File: src/rtl/screensaver_pkg.sv
// Shared screen geometry, widths and types for the bouncing-box screensaver.
package screensaver_pkg;

   localparam int SCREEN_WIDTH  = 640;
   localparam int SCREEN_HEIGHT = 480;
   localparam int BOX_WIDTH     = 100;
   localparam int BOX_HEIGHT    = 100;

   localparam int X_W   = $clog2(SCREEN_WIDTH);
   localparam int Y_W   = $clog2(SCREEN_HEIGHT);
   localparam int MAX_X = SCREEN_WIDTH - BOX_WIDTH;
   localparam int MAX_Y = SCREEN_HEIGHT - BOX_HEIGHT;

   typedef logic [2:0] color_t;

   typedef enum logic [1:0] {
      IDLE   = 2'd0,
      STEP   = 2'd1,
      COMMIT = 2'd2
   } state_t;

   // Colour never returns to black: 7 wraps to 1.
   function automatic color_t next_color(input color_t c);
      return (c == 3'd7) ? 3'd1 : c + 3'd1;
   endfunction

endpackage

File: src/rtl/axis_bounce.sv
// One axis of the bounce: clamps a signed trajectory into [0, MAX] and reflects velocity on a hit.
module axis_bounce #(
   parameter int W   = 11,
   parameter int MAX = 540
) (
   input  logic signed [W-1:0] pos,
   input  logic signed [W-1:0] v,
   output logic signed [W-1:0] pos_next,
   output logic signed [W-1:0] v_next,
   output logic                hit
);

   localparam logic signed [W-1:0] MAX_S = W'(MAX);

   always_comb begin
      pos_next = pos;
      v_next   = v;
      hit      = 1'b0;
      if (pos[W-1]) begin
         pos_next = '0;
         v_next   = -v;
         hit      = 1'b1;
      end else if (pos >= MAX_S) begin
         // landing exactly on the wall reflects too
         pos_next = MAX_S;
         v_next   = -v;
         hit      = 1'b1;
      end
   end

endmodule

File: src/rtl/box_motion.sv
// Per-frame box motion: on each vsync falling edge advance, bounce and recolour the box during blanking.
//   state  | meaning
//   IDLE   | waiting for vsync fall; trajectory registered on an unpaused fall
//   STEP   | clamp/reflect both axes into staging registers
//   COMMIT | load staging into outputs, pulse updated/bounce
module box_motion
   import screensaver_pkg::*;
#(
   parameter int INIT_X  = 50,
   parameter int INIT_Y  = 50,
   parameter int INIT_XV = 2,
   parameter int INIT_YV = 1
) (
   input  logic           clk,
   input  logic           rst_n,
   input  logic           vsync,
   input  logic           pause,
   output logic [X_W-1:0] box_x,
   output logic [Y_W-1:0] box_y,
   output color_t         color,
   output logic           bounce,
   output logic           updated
);

   localparam int XS  = X_W + 1;
   localparam int YS  = Y_W + 1;
   localparam int AXV = (INIT_XV < 0) ? -INIT_XV : INIT_XV;
   localparam int AYV = (INIT_YV < 0) ? -INIT_YV : INIT_YV;

   if (!(AXV > 0 && AXV < MAX_X && AYV > 0 && AYV < MAX_Y)) begin : g_bad_velocity
      $error("box_motion: initial velocity magnitude out of range");
   end

   state_t state, state_next;
   logic   vsync_q, fall;
   logic   load_traj, load_stage, commit;

   logic signed [XS-1:0] px, xv, tx, sx, sxv, nx, nxv;
   logic signed [YS-1:0] py, yv, ty, sy, syv, ny, nyv;
   logic                 hx, hy, shit;
   color_t               scolor;

   assign fall  = vsync_q & ~vsync;
   assign box_x = px[X_W-1:0];
   assign box_y = py[Y_W-1:0];

   axis_bounce #(.W(XS), .MAX(MAX_X)) u_axis_x (
      .pos(tx), .v(xv), .pos_next(nx), .v_next(nxv), .hit(hx)
   );

   axis_bounce #(.W(YS), .MAX(MAX_Y)) u_axis_y (
      .pos(ty), .v(yv), .pos_next(ny), .v_next(nyv), .hit(hy)
   );

   always_ff @(posedge clk or negedge rst_n) begin
      if (!rst_n) state <= IDLE;
      else        state <= state_next;
   end

   // A fall seen in STEP or COMMIT is dropped; legal vsync timing never produces one.
   always_comb begin
      state_next = state;
      load_traj  = 1'b0;
      load_stage = 1'b0;
      commit     = 1'b0;
      unique case (state)
         IDLE: begin
            if (fall && !pause) begin
               load_traj  = 1'b1;
               state_next = STEP;
            end
         end
         STEP: begin
            load_stage = 1'b1;
            state_next = COMMIT;
         end
         COMMIT: begin
            commit     = 1'b1;
            state_next = IDLE;
         end
         default: state_next = IDLE;
      endcase
   end

   always_ff @(posedge clk or negedge rst_n) begin
      if (!rst_n) begin
         vsync_q <= 1'b1;
         px      <= XS'(INIT_X);
         py      <= YS'(INIT_Y);
         xv      <= XS'(INIT_XV);
         yv      <= YS'(INIT_YV);
         color   <= 3'b111;
         tx      <= '0;
         ty      <= '0;
         sx      <= '0;
         sy      <= '0;
         sxv     <= '0;
         syv     <= '0;
         shit    <= 1'b0;
         scolor  <= 3'b111;
         bounce  <= 1'b0;
         updated <= 1'b0;
      end else begin
         vsync_q <= vsync;
         updated <= commit;
         bounce  <= commit & shit;
         if (load_traj) begin
            tx <= px + xv;
            ty <= py + yv;
         end
         if (load_stage) begin
            sx     <= nx;
            sy     <= ny;
            sxv    <= nxv;
            syv    <= nyv;
            shit   <= hx | hy;
            scolor <= (hx | hy) ? next_color(color) : color;
         end
         if (commit) begin
            px    <= sx;
            py    <= sy;
            xv    <= sxv;
            yv    <= syv;
            color <= scolor;
         end
      end
   end

endmodule

File: config.mk
export PLATFORM = sky130hd
export DESIGN_NAME = box_motion
export DESIGN_NICKNAME = d
export VERILOG_FILES = /design/src/rtl/screensaver_pkg.sv /design/src/rtl/axis_bounce.sv /design/src/rtl/box_motion.sv
export SDC_FILE = /design/constraint.sdc
export NUM_CORES = 1
export LEC_CHECK = 0
export ABC_AREA = 0
export BUFFER_PORTS_ARGS = -buffer_cell sky130_fd_sc_hd__buf_2
export CAP_MARGIN = 5
export CORE_AREA = 2 2 108 215
export CTS_CLUSTER_SIZE = 10
export DETAILED_ROUTE_END_ITERATION = 6
export DIE_AREA = 0 0 110 217
export PLACE_DENSITY = 0.53
export SYNTH_ARGS = -nofsm -noshare
export SYNTH_HDL_FRONTEND = slang
export SYNTH_HIERARCHICAL = 1
export SYNTH_SLANG_ARGS = --single-unit
File: constraint.sdc
create_clock -name clk -period 2.2 [get_ports clk]
set_clock_uncertainty 0.15 [all_clocks]
set_input_delay 0.44 -clock clk [delete_from_list [all_inputs] [get_ports clk]]
set_output_delay 0.44 -clock clk [all_outputs]
set_load 0.02 [all_outputs]
==> impl_results.html, run 1 <==
<table>
<tr><th>Metric</th><th>Value</th></tr>
<tr><th colspan="2">Run status</th></tr>
<tr><td>Outcome</td><td>finished clean</td></tr>
<tr><th colspan="2">Worst setup path</th></tr>
<tr><td>CP most frequent cell</td><td>buf_4</td></tr>
<tr><td>Kind of cell adding the most delay to the critical path</td><td>flip-flops</td></tr>
<tr><td>Cell count of the worst reg-to-reg path</td><td>9</td></tr>
<tr><td>Endpoint of the lowest-slack register-to-register path</td><td>sxv[10]</td></tr>
<tr><td>Reg2Reg Setup Slack</td><td>0.09 ns</td></tr>
<tr><td>Buffers plus inverters on the worst setup path</td><td>3</td></tr>
<tr><td>Critical Path Max Stage Delay</td><td>0.54 ns</td></tr>
<tr><td>Startpoint of the most critical setup path</td><td>xv[1]</td></tr>
<tr><td>Classification of the worst setup path</td><td>flop to flop</td></tr>
<tr><td>CP Data Required Time</td><td>2.35 ns</td></tr>
<tr><td>Worst endpoint data arrival time</td><td>2.26 ns</td></tr>
<tr><td>CP cell instances</td><td>buf_4 &gt; inv_1 &gt; ha_1 &gt; nor3b_1 &gt; buf_4 &gt; nand2_1 &gt; o22ai_2 &gt; xnor2_1 &gt; mux2_2</td></tr>
<tr><td>Top fanout value on the critical path</td><td>4</td></tr>
<tr><td>Slowest library cell on the worst path</td><td>dfstp_2</td></tr>
<tr><td>Kind of launch point of the worst setup path</td><td>flop</td></tr>
<tr><td>Reg-to-reg critical path startpoint</td><td>xv[1]</td></tr>
<tr><td>Worst Setup End Kind</td><td>flop</td></tr>
<tr><th colspan="2">Global routing</th></tr>
<tr><td>Antenna violations before repair</td><td>0</td></tr>
<tr><td>Pin count of the biggest net entering global routing</td><td>47</td></tr>
<tr><td>Global route overflow</td><td>0</td></tr>
<tr><td>Wire length of the first global-routing pass</td><td>20840 um</td></tr>
<tr><td>All-layer global routing usage</td><td>11.19%</td></tr>
<tr><td>Number of global-route vias before repair</td><td>4056</td></tr>
<tr><th colspan="2">Layout</th></tr>
<tr><td>Number of antenna repair diodes</td><td>0</td></tr>
<tr><td>Share of post-route cells with drive strength above 1</td><td>36.60%</td></tr>
<tr><td>Final #Nets</td><td>587</td></tr>
<tr><td>Area growth syn-to-layout</td><td>18.18%</td></tr>
<tr><td>Post-route cell area</td><td>7239 um2</td></tr>
<tr><td>Core occupancy in the finished layout</td><td>32.39%</td></tr>
<tr><th colspan="2">STA</th></tr>
<tr><td>Hold Fails Final Rpt</td><td>0</td></tr>
<tr><td>Final min period</td><td>2.107 ns</td></tr>
<tr><td>Total of endpoints with negative setup slack in the final report</td><td>0</td></tr>
<tr><td>Hold Worst Slack</td><td>0.3131 ns</td></tr>
<tr><td>Final period util</td><td>95.77%</td></tr>
<tr><td>Top achievable clock speed</td><td>474.6 MHz</td></tr>
<tr><td>Max Slew Vio Count</td><td>0</td></tr>
<tr><th colspan="2">Logic synthesis</th></tr>
<tr><td>Most common cell in the synthesized netlist</td><td>dfrtp_1</td></tr>
<tr><td>Synthesis-stage register bit count</td><td>117</td></tr>
<tr><td>Cells after synthesis</td><td>527</td></tr>
<tr><td>Portion of synthesized cell area occupied by the leading cell type</td><td>41.67%</td></tr>
<tr><td>Syn_nets</td><td>556</td></tr>
<tr><td>Yosys warning total</td><td>6</td></tr>
<tr><td>Top post-synthesis cells by count</td><td>dfrtp_1 (102), mux2_2 (83), nand2_1 (39)</td></tr>
<tr><td>Ys async rst share</td><td>100.0%</td></tr>
<tr><td>Most area-consuming cells after synthesis</td><td>dfrtp_1 (42%), mux2_2 (15%), dfstp_2 (6.4%), ha_1 (4.7%), buf_4 (2.9%)</td></tr>
<tr><td>Number of synthesized flops with an enable pin</td><td>0</td></tr>
<tr><td>Register area share after synthesis</td><td>48.10%</td></tr>
<tr><td>Cell accounting for the most synthesized area</td><td>dfrtp_1</td></tr>
<tr><td>Most frequently used flop master after synthesis</td><td>dfrtp_1</td></tr>
<tr><td>Yosys cell types</td><td>64</td></tr>
<tr><td>Cell area after synthesis</td><td>6126 um2</td></tr>
<tr><td>Mean area per synthesized cell</td><td>11.62 um2</td></tr>
<tr><th colspan="2">Route</th></tr>
<tr><td>Total iterations of the first detailed-routing run</td><td>4</td></tr>
<tr><td>Mean number of vias per cell</td><td>4.647</td></tr>
<tr><td>Remaining routing DRC violations</td><td>0</td></tr>
<tr><td>Antenna violation net count after detailed routing</td><td>0</td></tr>
<tr><td>Total routed wirelength</td><td>12390 um</td></tr>
<tr><td>Vias</td><td>3955</td></tr>
<tr><td>Average wire per cell in the routed design</td><td>14.56 um</td></tr>
<tr><td>Iter 0 DRT Violations</td><td>174</td></tr>
<tr><th colspan="2">Floorplanning</th></tr>
<tr><td>Row count</td><td>78</td></tr>
<tr><td>Chip Width</td><td>110 um</td></tr>
<tr><td>Area enclosed by the die boundary</td><td>23870 um2</td></tr>
<tr><td>Core Footprint</td><td>22350 um2</td></tr>
<tr><td>Starting density of the core</td><td>27.41%</td></tr>
<tr><td>Vert. Die Dim</td><td>217 um</td></tr>
<tr><td>I/O pin total</td><td>28</td></tr>
<tr><th colspan="2">Power and ir drop</th></tr>
<tr><td>Static leakage power</td><td>0.003504 uW</td></tr>
<tr><td>Proportion of power drawn by combinational gates</td><td>10.5%</td></tr>
<tr><td>Power per standard cell area</td><td>790.9 nW/um2</td></tr>
<tr><td>Int Power</td><td>4363 uW</td></tr>
<tr><td>Peak supply drop</td><td>0.4711 mV</td></tr>
<tr><td>Clock network power share</td><td>48.1%</td></tr>
<tr><td>Switching part of the total power</td><td>23.79%</td></tr>
<tr><td>Sequential fraction of design power</td><td>41.4%</td></tr>
<tr><td>Psw</td><td>1362 uW</td></tr>
<tr><th colspan="2">Clock network</th></tr>
<tr><td>Clock Root Buffer</td><td>clkbuf_16</td></tr>
<tr><td>Clock transition at the registers of the reported paths</td><td>0.05 ns</td></tr>
<tr><td>Maximum root-to-sink buffer count</td><td>2</td></tr>
<tr><td>Clock latency at the later pin of the worst-skew pair</td><td>0.41 ns</td></tr>
<tr><td>CTS tree</td><td>yes</td></tr>
<tr><td>Clk sink count</td><td>117</td></tr>
<tr><td>Number of H-tree levels</td><td>4</td></tr>
<tr><td>Cts bufs inserted</td><td>17</td></tr>
<tr><th colspan="2">Place</th></tr>
<tr><td>Count of buffers from port buffering</td><td>27</td></tr>
<tr><td>Cell Area, Placed</td><td>6575 um2</td></tr>
<tr><td>Final HPWL from detailed placement</td><td>8437 um</td></tr>
<tr><td>Final weighted congestion in routability-driven placement</td><td>0.8155</td></tr>
<tr><th colspan="2">Hold path</th></tr>
<tr><td>Hold Path Depth</td><td>2</td></tr>
<tr><td>End of the worst hold path</td><td>tx[0]</td></tr>
<tr><td>Hold Crit Class</td><td>flop to flop</td></tr>
<tr><td>Worst hold start</td><td>tx[0]</td></tr>
<tr><th colspan="2">Flow run</th></tr>
<tr><td>Max-cap check violation count</td><td>0</td></tr>
</table>
[layout by cell type, fill, tap and decap left out, types with 16 or more instances in the layout]
cell and count:
o21ai_0 26, nand2_1 39, ha_1 22, buf_2 26, inv_1 16, clkbuf_16 17
nor2_1 25, xnor2_1 18, mux2_2 83, dfrtp_1 102, buf_4 25
[worst reg2reg max path, cell delays in order, from the launching register on]
cell and delay, ns:
dfstp_2 0.54, buf_4 0.13, inv_1 0.04, ha_1 0.18
nor3b_1 0.14, buf_4 0.15, nand2_1 0.17, o22ai_2 0.12
xnor2_1 0.13, mux2_2 0.26
[layout make-up]
type	instances	area, um2
Fill cell	2196	15110
Sequential cell	117	2947
Multi-Input combinational cell	348	2873
Clock buffer	28	516.7
Timing Repair Buffer	57	417.9
Tap cell	280	350.3
Clock inverter	4	70.07
Inverter	17	65.06
[flip-flops by register name, summed over array words and instances (netlist names), 2 cells and up]
register / cells
syv: 10
sy: 10
scolor: 3
tx: 11
py: 10
px: 11
color: 3
yv: 10
xv: 11
ty: 10
sx: 11
state: 2
sxv: 11
[metrics by stage]
stage / TNS [ns] / total power [uW] / setup WS [ns] / instances
finish: 0 / 5726 / 0.09315 / 851
global route: -0.01176 / 5974 / -0.01176 / 851
CTS: 0 / 5811 / 0.0006022 / 849
detailed placement: 0 / 3019 / 0.009494 / 815
global placement: 0 / 3015 / 0.01828 / 815
floorplan: 0 / 2774 / 0.1132 / 527
[worst max-delay path by stage]
stage,endpoint,slack (ns),cells after the start
floorplan,tx[8],0.11,8
global placement,tx[8],0.02,7
detailed placement,tx[8],0.009,7
CTS,ty[6],0.0006,8
global route,sxv[8],-0.01,9
finish,sxv[10],0.09,9
[what timing repair did]
item / CTS / global route
hold buffers: 2 / 0
setup endpoints to repair: 0 / 8
buffers inserted: 0 / 2
endpoints found under the hold margin: 29 / 0
gates resized for setup: 0 / 11
[power groups by stage]
stage | logic (uW) | registers (uW) | clock network (uW)
floorplan | 344 | 2430 | 0
global placement | 609 | 2410 | 0
detailed placement | 608 | 2410 | 0
CTS | 615 | 2380 | 2820
global route | 664 | 2390 | 2920
finish | 601 | 2370 | 2750
[cells by family (layout without fill, tap and decap cells)]
family          after synthesis  count (layout)  synth area share (%)
compound gates               90              90                 10.52
xor+xnor                     27              27                 3.860
fa+ha+maj                    25              25                 5.351
buf+inv                      62             106                 5.943
flops                       117             117                 48.10
mux                          91              91                 16.59
other cells                   2               2                0.1226
simple gates                113             113                 9.518
[routing by layer]
metal  wire length (um)  up-vias  track usage, %
met5                  0        -               0
met4                169        0           4.346
met3                404       18           2.516
met2               5809       47           16.97
met1               6009     2000           15.33
li1                   -     1890               -
Power figures use the tool's default switching activity.
==> run 2: changes to the inputs <==
- CORE_AREA: 2 2 108 215 -> 2 2 103 204
- DIE_AREA: 0 0 110 217 -> 0 0 105 206
- PLACE_DENSITY: 0.53 -> 0.52
- SYNTH_HIERARCHICAL: 1 -> unset
- clock period: 2.2 -> 2.3 ns (I/O delays scaled with it)
==> impl_results.html, run 2 <==
<table>
<tr><th>Metric</th><th>Value</th></tr>
<tr><th colspan="2">Run status</th></tr>
<tr><td>Outcome</td><td>finished clean (unchanged)</td></tr>
<tr><th colspan="2">STA</th></tr>
<tr><td>Max Slew Vio Count</td><td>0 (unchanged)</td></tr>
<tr><td>Hold Fails Final Rpt</td><td>0 (unchanged)</td></tr>
<tr><td>Total negative setup slack</td><td>0 ns (unchanged)</td></tr>
<tr><td>Final period util</td><td>95.71% (was 95.77%)</td></tr>
<tr><td>Total of endpoints with negative setup slack in the final report</td><td>0 (unchanged)</td></tr>
<tr><td>Final min period</td><td>2.201 ns (was 2.107 ns)</td></tr>
<tr><td>Top achievable clock speed</td><td>454.3 MHz (was 474.6 MHz)</td></tr>
<tr><td>Tightest slew margin relative to the limit</td><td>61.00%</td></tr>
<tr><td>Transition time at the pin with the least slew margin</td><td>0.5850 ns</td></tr>
<tr><th colspan="2">Layout</th></tr>
<tr><td>Final #Nets</td><td>593 (was 587)</td></tr>
<tr><td>Highest-count cells in the layout ignoring fill and taps</td><td>dfrtp_1 (98), nand2_1 (87), o21ai_0 (59), mux2_2 (37), buf_2 (26) (was dfrtp_1 (102), mux2_2 (83), nand2_1 (39), o21ai_0 (26), buf_2 (26))</td></tr>
<tr><td>Leading cell type in the layout, fill and taps excluded</td><td>dfrtp_1 (unchanged)</td></tr>
<tr><td>Core occupancy in the finished layout</td><td>33.21% (was 32.39%)</td></tr>
<tr><td>Top flop regs</td><td>sxv: 11 flops, tx: 11 flops, xv: 11 flops</td></tr>
<tr><td>Post-route cell area</td><td>6704 um2 (was 7239 um2)</td></tr>
<tr><td>Number of antenna repair diodes</td><td>0 (unchanged)</td></tr>
<tr><td>Share of post-route cells with drive strength above 1</td><td>25.13% (was 36.60%)</td></tr>
<tr><td>Area growth syn-to-layout</td><td>22.05% (was 18.18%)</td></tr>
<tr><td>Number of standard cells in the layout, taps in and fillers out</td><td>843 (was 851)</td></tr>
<tr><th colspan="2">Floorplanning</th></tr>
<tr><td>Chip Width</td><td>105 um (was 110 um)</td></tr>
<tr><td>Core Footprint</td><td>20180 um2 (was 22350 um2)</td></tr>
<tr><td>Vert. Die Dim</td><td>206 um (was 217 um)</td></tr>
<tr><td>I/O pin total</td><td>28 (unchanged)</td></tr>
<tr><td>Area enclosed by the die boundary</td><td>21630 um2 (was 23870 um2)</td></tr>
<tr><td>Starting density of the core</td><td>27.21% (was 27.41%)</td></tr>
<tr><td>Row count</td><td>74 (was 78)</td></tr>
<tr><th colspan="2">Logic synthesis</th></tr>
<tr><td>Yosys cell types</td><td>56 (was 64)</td></tr>
<tr><td>Portion of synthesized cell area occupied by the leading cell type</td><td>44.65% (was 41.67%)</td></tr>
<tr><td>Mean area per synthesized cell</td><td>10.58 um2 (was 11.62 um2)</td></tr>
<tr><td>Ys async rst share</td><td>100.0% (unchanged)</td></tr>
<tr><td>Number of synthesized flops with an enable pin</td><td>0 (unchanged)</td></tr>
<tr><td>Most common cell in the synthesized netlist</td><td>dfrtp_1 (unchanged)</td></tr>
<tr><td>Synthesis-stage register bit count</td><td>113 (was 117)</td></tr>
<tr><td>Syn_nets</td><td>548 (was 556)</td></tr>
<tr><td>Cell accounting for the most synthesized area</td><td>dfrtp_1 (unchanged)</td></tr>
<tr><td>Most area-consuming cells after synthesis</td><td>dfrtp_1 (45%), mux2_2 (7.6%), dfstp_2 (7.2%), nand2_1 (5.9%), o21ai_0 (5.5%) (was dfrtp_1 (42%), mux2_2 (15%), dfstp_2 (6.4%), ha_1 (4.7%), buf_4 (2.9%))</td></tr>
<tr><td>Cells after synthesis</td><td>519 (was 527)</td></tr>
<tr><td>Top post-synthesis cells by count</td><td>dfrtp_1 (98), nand2_1 (87), o21ai_0 (60) (was dfrtp_1 (102), mux2_2 (83), nand2_1 (39))</td></tr>
<tr><td>Cell area after synthesis</td><td>5493 um2 (was 6126 um2)</td></tr>
<tr><td>Yosys warning total</td><td>0 (was 6)</td></tr>
<tr><td>Register area share after synthesis</td><td>51.82% (was 48.10%)</td></tr>
<tr><td>Most frequently used flop master after synthesis</td><td>dfrtp_1 (unchanged)</td></tr>
<tr><th colspan="2">Power and ir drop</th></tr>
<tr><td>Psw</td><td>965.2 uW (was 1362 uW)</td></tr>
<tr><td>Clock network power share</td><td>54.3% (was 48.1%)</td></tr>
<tr><td>Static leakage power</td><td>0.003190 uW (was 0.003504 uW)</td></tr>
<tr><td>Power per standard cell area</td><td>692.9 nW/um2 (was 790.9 nW/um2)</td></tr>
<tr><td>Switching part of the total power</td><td>20.78% (was 23.79%)</td></tr>
<tr><td>Proportion of power drawn by combinational gates</td><td>2.7% (was 10.5%)</td></tr>
<tr><td>Peak supply drop</td><td>0.4363 mV (was 0.4711 mV)</td></tr>
<tr><td>Int Power</td><td>3680 uW (was 4363 uW)</td></tr>
<tr><td>Sequential fraction of design power</td><td>43.0% (was 41.4%)</td></tr>
<tr><th colspan="2">Place</th></tr>
<tr><td>Cell Area, Placed</td><td>6071 um2 (was 6575 um2)</td></tr>
<tr><td>Final weighted congestion in routability-driven placement</td><td>0.8073 (was 0.8155)</td></tr>
<tr><td>Final HPWL from detailed placement</td><td>8495 um (was 8437 um)</td></tr>
<tr><td>Placed insts</td><td>807 (was 815)</td></tr>
<tr><td>Count of buffers from port buffering</td><td>27 (unchanged)</td></tr>
<tr><th colspan="2">Worst setup path</th></tr>
<tr><td>CP Data Required Time</td><td>2.49 ns (was 2.35 ns)</td></tr>
<tr><td>Worst Setup End Kind</td><td>flop (unchanged)</td></tr>
<tr><td>Kind of launch point of the worst setup path</td><td>flop (unchanged)</td></tr>
<tr><td>Worst endpoint data arrival time</td><td>2.39 ns (was 2.26 ns)</td></tr>
<tr><td>Top fanout value on the critical path</td><td>3 (was 4)</td></tr>
<tr><td>Classification of the worst setup path</td><td>flop to flop (unchanged)</td></tr>
<tr><th colspan="2">Flow run</th></tr>
<tr><td>Max-cap check violation count</td><td>0 (unchanged)</td></tr>
<tr><th colspan="2">Global routing</th></tr>
<tr><td>Pin count of the biggest net entering global routing</td><td>60 (was 47)</td></tr>
<tr><td>Number of global-route vias before repair</td><td>3976 (was 4056)</td></tr>
<tr><td>Antenna violations before repair</td><td>0 (unchanged)</td></tr>
<tr><td>Global route overflow</td><td>0 (unchanged)</td></tr>
<tr><td>All-layer global routing usage</td><td>12.32% (was 11.19%)</td></tr>
<tr><td>Wire length of the first global-routing pass</td><td>20740 um (was 20840 um)</td></tr>
<tr><th colspan="2">Route</th></tr>
<tr><td>Total iterations of the first detailed-routing run</td><td>4 (unchanged)</td></tr>
<tr><td>Iter 0 DRT Violations</td><td>211 (was 174)</td></tr>
<tr><td>Average wire per cell in the routed design</td><td>14.59 um (was 14.56 um)</td></tr>
<tr><td>Mean number of vias per cell</td><td>4.625 (was 4.647)</td></tr>
<tr><td>Antenna violation net count after detailed routing</td><td>0 (unchanged)</td></tr>
<tr><td>Met2 wire length</td><td>5753 um (was 5809 um)</td></tr>
<tr><td>Vias</td><td>3899 (was 3955)</td></tr>
<tr><td>DRT met1 WL</td><td>5985 um (was 6009 um)</td></tr>
<tr><td>Total routed wirelength</td><td>12300 um (was 12390 um)</td></tr>
<tr><td>Remaining routing DRC violations</td><td>0 (unchanged)</td></tr>
<tr><td>Max Used Layer</td><td>met4 (unchanged)</td></tr>
<tr><td>Met3 layer wire length in the routed design</td><td>341 um (was 404 um)</td></tr>
<tr><th colspan="2">Clock network</th></tr>
<tr><td>Cts bufs inserted</td><td>17 (unchanged)</td></tr>
<tr><td>Clock Root Buffer</td><td>clkbuf_16 (unchanged)</td></tr>
<tr><td>Maximum root-to-sink buffer count</td><td>2 (unchanged)</td></tr>
<tr><td>Clock latency at the later pin of the worst-skew pair</td><td>0.41 ns (about the same)</td></tr>
<tr><td>Number of H-tree levels</td><td>4 (unchanged)</td></tr>
<tr><td>CTS tree</td><td>yes (unchanged)</td></tr>
<tr><td>Clock transition at the registers of the reported paths</td><td>0.05 ns (about the same)</td></tr>
<tr><td>Clk sink count</td><td>113 (was 117)</td></tr>
<tr><th colspan="2">Hold path</th></tr>
<tr><td>Hold Crit Class</td><td>flop to flop (unchanged)</td></tr>
</table>
-- run 2: changes by cell type after synthesis, moves of 8 or more --
cell	before	now
and2_1	9	1
buf_4	24	0
xor2_1	9	18
nand2_1	39	87
o21ai_0	28	60
mux2_2	83	37
xnor2_1	18	10
clkbuf_1	6	20
-- run 2: kinds of logic after synthesis --
logic type,count (synthesis),share of synthesized area (%)
buffers and inverters,36,2.688
AOI/OAI and AO/OA,123,14.15
adders and majority gates,25,5.968
muxes,40,8.132
DFF,113,51.82
xor gates and xnor gates,28,4.465
and+or+nand+nor,154,12.78
-- run 2: path summary, 6_finish.rpt --
check / endpoint / slack (ns) / from / cells past startpoint
setup / recovery: tx[8] / 0.1 / px[1] / 7
hold / removal: sx[9] / 0.31 / sx[9] / 2
setup reg to reg: tx[8] / 0.1 / px[1] / 7
hold reg to reg: sx[9] / 0.31 / sx[9] / 2
max in group asynchronous: px[5] / 0.92 / rst_n / 3
min in group asynchronous: syv[3] / 0.40 / rst_n / 2
-- run 2: power groups by stage --
stage	combinational, uW	sequential (uW)	clock (uW)
final	123	2000	2520
after global routing	140	2000	2690
after detailed placement	122	2030	0
after global placement	121	2030	0
after floorplan	44.5	2030	0
after CTS	125	2000	2580
-- run 2: timing repair --
action | 4_1_cts | 5_1_grt
gates resized for setup | 0 | 8
endpoints found under the hold margin | 28 | 0
setup buffers | 0 | 2
hold buffers | 2 | 0
setup endpoints to repair | 0 | 6
-- run 2: layout make-up --
cell class,count,area (um2)
clock buffer,27,523.0
clock inverter,5,50.05
fill,2155,13480
inverter,10,41.29
multi-input combinational,370,2530
sequential,113,2846
tap,266,332.8
timing repair buffer,52,380.4
-- run 2: worst max-delay path, cell delays in order, from the launching register on --
cell	delay [ns]
dfstp_2	0.54
inv_1	0.07
fa_2	0.40
nand2b_1	0.17
a21oi_2	0.19
a31oi_2	0.14
or4_1	0.41
nand3_1	0.07
-- run 2: routing by layer --
metal / up-vias / GRT usage [%]
met3: 15 / 2.744
met2: 49 / 19.81
met1: 1920 / 16.06
met5: - / 0
li1: 1915 / -
met4: 0 / 4.905
-- run 2: per-stage QoR --
stage	setup WS [ns]	total power, uW	hold WS [ns]
floorplan	0.001295	2075	0.01441
global placement	0.05005	2151	0.2892
detailed placement	0.03218	2152	0.2889
CTS	0.008438	4706	0.3161
global route	-0.004703	4829	0.3452
finish	0.09861	4645	0.3104
==> run 3: changes to the inputs <==
- CORE_AREA: 2 2 103 204 -> 2 2 86 171
- DIE_AREA: 0 0 105 206 -> 0 0 88 173
- PLACE_DENSITY: 0.52 -> 0.65
==> impl_results.html, run 3 (synthesis gave the netlist of run 2 again) <==
<table>
<tr><th>Metric</th><th>Value</th></tr>
<tr><th colspan="2">Floorplanning</th></tr>
<tr><td>Starting density of the core</td><td>39.76% (was 27.21%)</td></tr>
<tr><td>Row count</td><td>61 (was 74)</td></tr>
<tr><td>Core Footprint</td><td>13810 um2 (was 20180 um2)</td></tr>
<tr><td>I/O pin total</td><td>28 (unchanged)</td></tr>
<tr><td>Chip Width</td><td>88 um (was 105 um)</td></tr>
<tr><td>Vert. Die Dim</td><td>173 um (was 206 um)</td></tr>
<tr><td>Area enclosed by the die boundary</td><td>15220 um2 (was 21630 um2)</td></tr>
<tr><th colspan="2">STA</th></tr>
<tr><td>Tightest slew margin relative to the limit</td><td>69.03% (was 61.00%)</td></tr>
<tr><td>Final period util</td><td>94.84% (was 95.71%)</td></tr>
<tr><td>Top achievable clock speed</td><td>458.5 MHz (was 454.3 MHz)</td></tr>
<tr><td>Final min period</td><td>2.181 ns (was 2.201 ns)</td></tr>
<tr><td>Total of endpoints with negative setup slack in the final report</td><td>0 (unchanged)</td></tr>
<tr><td>Hold Worst Slack</td><td>0.3142 ns (was 0.3104 ns)</td></tr>
<tr><td>Hold Fails Final Rpt</td><td>0 (unchanged)</td></tr>
<tr><td>Transition time at the pin with the least slew margin</td><td>0.4641 ns (was 0.5850 ns)</td></tr>
<tr><td>Max Slew Vio Count</td><td>0 (unchanged)</td></tr>
<tr><td>Total negative setup slack</td><td>0 ns (unchanged)</td></tr>
<tr><td>Setup repair after global routing missed its margin</td><td>no</td></tr>
<tr><th colspan="2">Clock network</th></tr>
<tr><td>Number of H-tree levels</td><td>4 (unchanged)</td></tr>
<tr><td>CTS tree</td><td>yes (unchanged)</td></tr>
<tr><td>Cts bufs inserted</td><td>17 (unchanged)</td></tr>
<tr><td>Clk sink count</td><td>113 (unchanged)</td></tr>
<tr><td>Clock transition at the registers of the reported paths</td><td>0.05 ns (about the same)</td></tr>
<tr><td>Clock Root Buffer</td><td>clkbuf_16 (unchanged)</td></tr>
<tr><td>Maximum root-to-sink buffer count</td><td>2 (unchanged)</td></tr>
<tr><td>Clock latency at the later pin of the worst-skew pair</td><td>0.41 ns (about the same)</td></tr>
<tr><th colspan="2">Worst setup path</th></tr>
<tr><td>Worst endpoint data arrival time</td><td>2.37 ns (was 2.39 ns)</td></tr>
<tr><td>Top fanout value on the critical path</td><td>4 (was 3)</td></tr>
<tr><td>Classification of the worst setup path</td><td>flop to flop (unchanged)</td></tr>
<tr><td>Startpoint of the most critical setup path</td><td>xv[1] (was px[1])</td></tr>
<tr><td>Worst Setup End Kind</td><td>flop (unchanged)</td></tr>
<tr><td>Kind of launch point of the worst setup path</td><td>flop (unchanged)</td></tr>
<tr><td>Reg-to-reg critical path startpoint</td><td>xv[1] (was px[1])</td></tr>
<tr><td>CP Data Required Time</td><td>2.49 ns (about the same)</td></tr>
<tr><th colspan="2">Layout</th></tr>
<tr><td>Area growth syn-to-layout</td><td>19.75% (was 22.05%)</td></tr>
<tr><td>Final #Nets</td><td>588 (was 593)</td></tr>
<tr><td>Number of antenna repair diodes</td><td>0 (unchanged)</td></tr>
<tr><td>Top flop regs</td><td>sxv: 11 flops, tx: 11 flops, xv: 11 flops (unchanged)</td></tr>
<tr><td>Share of post-route cells with drive strength above 1</td><td>25.00% (was 25.13%)</td></tr>
<tr><td>Highest-count cells in the layout ignoring fill and taps</td><td>dfrtp_1 (98), nand2_1 (87), o21ai_0 (58), mux2_2 (37), buf_2 (26) (was dfrtp_1 (98), nand2_1 (87), o21ai_0 (59), mux2_2 (37), buf_2 (26))</td></tr>
<tr><td>Leading cell type in the layout, fill and taps excluded</td><td>dfrtp_1 (unchanged)</td></tr>
<tr><th colspan="2">Power and ir drop</th></tr>
<tr><td>Static leakage power</td><td>0.003177 uW (was 0.003190 uW)</td></tr>
<tr><td>Power per standard cell area</td><td>728.3 nW/um2 (was 692.9 nW/um2)</td></tr>
<tr><td>Peak supply drop</td><td>0.5292 mV (was 0.4363 mV)</td></tr>
<tr><th colspan="2">Global routing</th></tr>
<tr><td>M3 GR Usage</td><td>3.723% (was 2.744%)</td></tr>
<tr><td>Met2 track demand over resource</td><td>31.69% (was 19.81%)</td></tr>
<tr><td>Antenna violations before repair</td><td>0 (unchanged)</td></tr>
<tr><td>Met1 global-route usage</td><td>18.72% (was 16.06%)</td></tr>
<tr><td>Number of global-route vias before repair</td><td>4184 (was 3976)</td></tr>
<tr><td>All-layer global routing usage</td><td>17.75% (was 12.32%)</td></tr>
<tr><td>Wire length of the first global-routing pass</td><td>20640 um (was 20740 um)</td></tr>
<tr><td>Layer with the highest usage after global routing</td><td>met2 (unchanged)</td></tr>
<tr><td>Pin count of the biggest net entering global routing</td><td>55 (was 60)</td></tr>
<tr><td>Global route overflow</td><td>0 (unchanged)</td></tr>
<tr><th colspan="2">Route</th></tr>
<tr><td>Remaining routing DRC violations</td><td>0 (unchanged)</td></tr>
<tr><td>Iter 0 DRT Violations</td><td>155 (was 211)</td></tr>
<tr><td>Total iterations of the first detailed-routing run</td><td>4 (unchanged)</td></tr>
<tr><td>Antenna violation net count after detailed routing</td><td>0 (unchanged)</td></tr>
<tr><td>Mean number of vias per cell</td><td>5.248 (was 4.625)</td></tr>
<tr><td>Total routed wirelength</td><td>12460 um (was 12300 um)</td></tr>
<tr><td>Average wire per cell in the routed design</td><td>16.37 um (was 14.59 um)</td></tr>
<tr><td>Vias</td><td>3994 (was 3899)</td></tr>
<tr><th colspan="2">Hold path</th></tr>
<tr><td>Hold Crit Class</td><td>flop to flop (unchanged)</td></tr>
<tr><td>Worst hold start</td><td>sx[9] (unchanged)</td></tr>
<tr><th colspan="2">Place</th></tr>
<tr><td>Final HPWL from detailed placement</td><td>8925 um (was 8495 um)</td></tr>
<tr><td>Final weighted congestion in routability-driven placement</td><td>0.8791 (was 0.8073)</td></tr>
<tr><td>Count of buffers from port buffering</td><td>27 (unchanged)</td></tr>
<tr><th colspan="2">Flow run</th></tr>
<tr><td>Max-cap check violation count</td><td>0 (unchanged)</td></tr>
<tr><th colspan="2">Run status</th></tr>
<tr><td>Outcome</td><td>finished clean (unchanged)</td></tr>
</table>
-- run 3: cell count changes in the layout (fill, tap and decap cells not counted), moves of 2 or more --
| cell | before | now |
|---|---|---|
| clkbuf_8 | 6 | 3 |
| clkinv_2 | 4 | 6 |
| clkbuf_1 | 4 | 1 |
| bufinv_16 | 1 | 3 |
| buf_4 | 20 | 17 |
| buf_12 | 4 | 2 |
-- run 3: path summary, 6_finish.rpt --
| check | cells after the start | end | slack, ns |
|---|---|---|---|
| max in group asynchronous | 3 | xv[1] | 0.91 |
| hold reg to reg | 2 | sx[9] | 0.31 |
| setup reg to reg | 7 | tx[8] | 0.12 |
| min in group asynchronous | 2 | px[6] | 0.35 |
| setup / recovery | 7 | tx[8] | 0.12 |
| hold / removal | 2 | sx[9] | 0.31 |
-- run 3: final cells by class --
class / instances / area (um2)
fill: 1288 / 7237
tap: 189 / 236.5
inverter: 10 / 37.54
clock buffer: 21 / 470.5
clock inverter: 11 / 135.1
multi-input combinational: 370 / 2534
timing repair buffer: 47 / 317.8
sequential: 113 / 2846
-- run 3: routing by layer --
layer	vias up	wire length [um]
li1	1904	-
met1	1984	4638
met2	72	7031
met3	34	268
met4	0	516
met5	-	0
-- run 3: power breakdown --
part	total [uW]	switching (uW)	leakage, uW	internal (uW)
sequential	2000	1.99	0.00152	2000
clock	2680	904	0.000298	1770
combinational	115	85.8	0.00136	29.1
-- run 3: stage by stage --
stage | instance area (um2) | total power [uW] | setup WS [ns] | instances | utilization (%)
final | 6578 | 4790 | 0.1188 | 761 | 47.61
after global routing | 6578 | 4939 | 0.01173 | 761 | 47.61
after CTS | 6553 | 4835 | 0.01453 | 761 | 47.43
after detailed placement | 5927 | 2145 | 0.03676 | 727 | 42.90
after global placement | 5927 | 2143 | 0.03739 | 727 | 42.90
after floorplan | 5493 | 2075 | 0.001295 | 519 | -
-- run 3: critical path, stage by stage (launching register included) --
cell and delay, ns:
dfstp_2 0.55, inv_1 0.10, fa_2 0.38, nand2b_1 0.16, a21oi_2 0.16, a31oi_1 0.12, or4_1 0.41, nand3_1 0.08
-- run 3: repair_timing --
action,4_1_cts,5_1_grt
endpoints found under the hold margin,22,0
setup endpoints to repair,0,6
resized for setup,0,9
hold buffers,2,0
buffers inserted,0,0
